<file path="src/rtl/rf_wb_arbiter.sv">
// Write-back arbiter for the integer register file: picks one of ALU/LSU per
// cycle, registers the write port and keeps a pending-write scoreboard.
module rf_wb_arbiter #(
   parameter int STARVE_LIMIT = 4,
   parameter int CNT_W        = $clog2(STARVE_LIMIT+1)
) (
   input  logic        Wr_Clk,
   input  logic        Rst_n,
   input  logic        alu_valid,
   input  logic [4:0]  alu_rd,
   input  logic [31:0] alu_data,
   output logic        alu_ready,
   input  logic        lsu_valid,
   input  logic [4:0]  lsu_rd,
   input  logic [31:0] lsu_data,
   output logic        lsu_ready,
   input  logic        issue_valid,
   input  logic [4:0]  issue_rd,
   output logic [31:0] busy,
   output logic        RegWr,
   output logic [4:0]  Rw,
   output logic [31:0] busW
);

   logic [CNT_W-1:0] cnt_q, cnt_d;
   logic             regwr_q, regwr_d;
   logic [4:0]       rw_q, rw_d;
   logic [31:0]      busw_q, busw_d;
   logic [31:0]      busy_q, busy_d;

   logic        starved, alu_xfer, lsu_xfer;
   logic [4:0]  sel_rd;
   logic [31:0] sel_data, set_vec, clr_vec;

   // LSU has default priority; a starved ALU takes the port for one transfer.
   assign starved   = (cnt_q == CNT_W'(STARVE_LIMIT));
   assign lsu_ready = !(alu_valid && starved);
   assign alu_ready = !lsu_valid || starved;
   assign alu_xfer  = alu_valid && alu_ready;
   assign lsu_xfer  = lsu_valid && lsu_ready;

   always_comb begin
      cnt_d = cnt_q;
      if (!alu_valid || alu_xfer)
         cnt_d = '0;
      else if (!starved)
         cnt_d = cnt_q + CNT_W'(1);
   end

   always_comb begin
      sel_rd   = lsu_rd;
      sel_data = lsu_data;
      if (alu_xfer) begin
         sel_rd   = alu_rd;
         sel_data = alu_data;
      end
   end

   // x0 transfers still handshake but never reach the register file.
   always_comb begin
      regwr_d = (alu_xfer || lsu_xfer) && (sel_rd != 5'd0);
      rw_d    = rw_q;
      busw_d  = busw_q;
      if (regwr_d) begin
         rw_d   = sel_rd;
         busw_d = sel_data;
      end
   end

   // A same-edge set overrides the retiring clear so the younger writer is tracked.
   always_comb begin
      set_vec = issue_valid ? (32'h1 << issue_rd) : 32'h0;
      clr_vec = regwr_q ? (32'h1 << rw_q) : 32'h0;
      busy_d  = ((busy_q & ~clr_vec) | set_vec) & ~32'h1;
   end

   always_ff @(posedge Wr_Clk or negedge Rst_n) begin
      if (!Rst_n) begin
         cnt_q   <= '0;
         regwr_q <= 1'b0;
         rw_q    <= 5'd0;
         busw_q  <= 32'h0;
         busy_q  <= 32'h0;
      end else begin
         cnt_q   <= cnt_d;
         regwr_q <= regwr_d;
         rw_q    <= rw_d;
         busw_q  <= busw_d;
         busy_q  <= busy_d;
      end
   end

   assign RegWr = regwr_q;
   assign Rw    = rw_q;
   assign busW  = busw_q;
   assign busy  = busy_q;

endmodule

</file>
<file path="config.mk">
export PLATFORM = sky130hd
export DESIGN_NAME = rf_wb_arbiter
export DESIGN_NICKNAME = d
export VERILOG_FILES = /design/src/rtl/rf_wb_arbiter.sv
export SDC_FILE = /design/constraint.sdc
export NUM_CORES = 1
export LEC_CHECK = 0
export ABC_CLOCK_PERIOD_IN_PS = 2300
export CORE_MARGIN = 2
export CORE_UTILIZATION = 43
export DETAILED_ROUTE_END_ITERATION = 8
export PLACE_DENSITY = 0.82
export SETUP_SLACK_MARGIN = 0.3
export SLEW_MARGIN = 5
export SYNTH_ARGS = -nofsm -noshare
export SYNTH_HDL_FRONTEND = slang
export SYNTH_SLANG_ARGS = --single-unit
</file>
<file path="constraint.sdc">
create_clock -name Wr_Clk -period 2.3 [get_ports Wr_Clk]
set_input_delay 0.46 -clock Wr_Clk [delete_from_list [all_inputs] [get_ports Wr_Clk]]
set_output_delay 0.46 -clock Wr_Clk [all_outputs]
set_load 0.05 [all_outputs]
</file>
==> impl_metrics.toml <==
[pwr]
total_power_mw = 5.34
cellLeakagePower_nw = 2.71
power.internal_mw = 3.06
switching_share_pct = 42.7
ir_drop_v = 0.000440
power_per_cell_area_nw_per_um2 = 909
power_frac_clock_pct = 18.7
power_frac_comb_pct = 48.2
power.switching_mw = 2.28
seqPwrFrac_pct = 33.1

[placed_design]
place_congestion = 0.859
portBuffers = 154
hpwl_mm = 7.59
place_ws_ns = -0.0698
placed_cell_area_sq_um = 5440

[global_routing]
grt_max_degree = 73
grt_pass1_vias = 3006
antenna_found_initial = 0
grt_pass1_wl_mm = 15.2
grt_usage_pct = 21.7
grt_remaining_overflow = 0

[worst_setup_path]
path_max_fanout = 6
r2r_end = "busW[21]"
cp-end-kind = "flop"
reg2reg_slack_ns = 0.35
r2r-start = "cnt_q[0]"
cp.arrival_ns = 2.21
critPathKind = "primary input to flop"
required_ns = 2.51
r2r_cells = 8
critical_path.startpoint_type = "primary input"
startpoint = "alu_rd[3]"

[finish]
antenna-diode-count = 0
final_cell_area_sq_um = 5880
area_growth_pct = 63.7
nets = 564
multiInputGateArea_sq_um = 1760
regArea_sq_um = 1800
nFillCells = 571
drive_above_1_share_pct = 28.0

[drt]
drc = 0
via_per_inst = 5.22
drtAntennaViolNets = 0
wl_mm = 10.4
drtIter0Drc = 108
wl_per_cell_um = 17.6
firstDrtPassIters = 4
via_count = 3070

[min_path]
worstHoldPathType = "primary input to asynchronous set/reset pin"

[sta]
rsz0062_at_grt = "yes"
hold_viol_final = 0
finalSetupViolations = 0
slew_violations = 0
period_minus_slack_ns = 2.00
fin_setup_tns_ns = 0
worstMarginPinSlew_ns = 0.549
fin_crit_sh_pct = 86.8
slew_headroom_pct = 63.3
clock_skew_ns = 0.0106
max_freq_ghz = 0.501
fin_ws_ns = 0.304

[clock_network]
worstSkewPairLatency_ns = 0.33
numClockSinks = 72
clock_path_buffers = 2
hold_buffers = 0
cts_root_buffer = "clkbuf_8"
cts-buffers-inserted = 9
path_clk_slew_ns = 0.08
cts_tree = "yes"
ctsHtreeMaxLevel = 3

[floorplan]
ios = 156
die_area_sq_um = 9100
die_h_um = 95.4
coreArea_sq_um = 8180
num_rows = 33
start_util_pct = 43.9
die_w_um = 95.4

[logic_synthesis]
syn_nets = 375
yosysWarnings = 0
syn_avg_cell_area_sq_um = 12.4
yosysUniqueCellTypes = 41
yosys.area_share.adder_pct = 0.697
synth_top_family_by_area = "multiplexers"
synth_area_sq_um = 3590
synth_enable_flop_cells = 0
yosys.area_share.simple_pct = 9.90
ys_ff_latch = 72
synth.area.mux_share_pct = 23.8
synth_compound_area_share_pct = 12.5
synth_top_area_share_pct = 50.2
async_flop_share_pct = 100
yosysMostFrequentCell = "dfrtp_1"
yosys-top-cells-count = "dfrtp_1 (72), o21ai_0 (64), mux2_2 (36)"
ys.flop_type = "dfrtp_1"
synth_xor_area_share_pct = 0.244
synth_area_leaders = "dfrtp_1 (50%), mux2_4 (12%), mux2_2 (11%), o21ai_0 (8.9%), nand2b_1 (2.3%)"
syn_inst = 289
seq_area_frac_synth_pct = 50.2
synth_top_area_cell = "dfrtp_1"

[outcome]
status = "finished clean"

[job]
maxCapViolCount = 0
## registers in the layout, summed over array words and instances, names as in the netlist
name / count
Rw: 5
busW: 32
busy: 31
RegWr: 1
cnt_q: 3
## cells by family after synthesis
family                   count (synthesis)
AND/OR/NAND/NOR                         57
adder cells (fa/ha/maj)                  2
multiplexers                            67
buffers and inverters                   13
XOR/XNOR                                 1
other                                    1
AO/OA/AOI/OAI                           76
flip-flops                              72
## area by class of cell
class | instances | share of cell area, %
clock buffer | 11 | 2.41
multi-input combinational | 204 | 29.9
tap | 105 | 2.24
timing repair buffer | 186 | 33.4
clock inverter | 5 | 0.958
inverter | 5 | 0.405
sequential | 72 | 30.7
## how the worst max path moves through the flow
stage / endpoint / slack, ns
3_5_place_dp: busW[20] / -0.07
5_1_grt: alu_ready / 0.24
2_1_floorplan: busW[10] / 0.28
3_3_place_gp: busW[24] / -0.03
6_report: busW[20] / 0.30
4_1_cts: busW[24] / 0.28
## worst max-delay path: stages
cell and delay, ns:
clkdlybuf4s50_1 0.43, or3_4 0.36, nor4_4 0.27, a211oi_4 0.07
buf_6 0.16, clkbuf_16 0.17, mux2_4 0.30
## repair_timing
action,4_1_cts,5_1_grt
resized for setup,11,37
endpoints found under the setup margin,23,63
gates cloned,0,4
pin swaps,0,3
buffers inserted,2,3
## stage by stage
stage	util [%]	instances	hold WS [ns]
2_1_floorplan	-	289	0.164
3_3_place_gp	66.5	563	0.459
3_5_place_dp	66.5	563	0.478
4_1_cts	69.1	581	0.159
5_1_grt	71.9	588	0.176
6_report	71.9	588	0.125
## metal layers
metal / GRT usage (%) / routed length, um / vias to the layer above
met2: 37.5 / 5490 / 83
met4: 4.64 / 86 / 0
met1: 28.8 / 4340 / 1538
met3: 3.48 / 436 / 8
li1: - / - / 1441
met5: 0 / 0 / -
## cell usage in the layout (no fill, tap or decap), types with 2 or more instances in the layout
cell type / n
buf_4: 22
mux2_4: 30
nand2_1: 6
buf_6: 4
o2111ai_1: 2
inv_1: 3
clkbuf_16: 3
or2_2: 8
clkinv_2: 2
nand3_1: 7
dlygate4sd2_1: 8
or4_1: 2
o21ai_0: 64
nand3b_1: 2
buf_12: 4
o211ai_1: 2
clkdlybuf4s50_1: 112
o2bb2ai_1: 2
and2_1: 2
dlymetal6s2s_1: 31
clkbuf_8: 10
or3_4: 2
nand4b_1: 2
o311ai_0: 2
nor2_1: 4
mux2i_1: 3
clkinv_4: 2
dfrtp_1: 72
nand2b_1: 13
mux2_2: 34
## power by group through the flow
stage | clock, mW | sequential [mW] | combinational [mW]
floorplan | 0 | 2.89 | 0.453
global placement | 0 | 1.79 | 2.52
detailed placement | 0 | 1.80 | 2.56
CTS | 1.01 | 1.77 | 2.56
global route | 1.07 | 1.80 | 2.70
finish | 1.00 | 1.77 | 2.58
No activity file was read; power rests on OpenSTA's default activity.
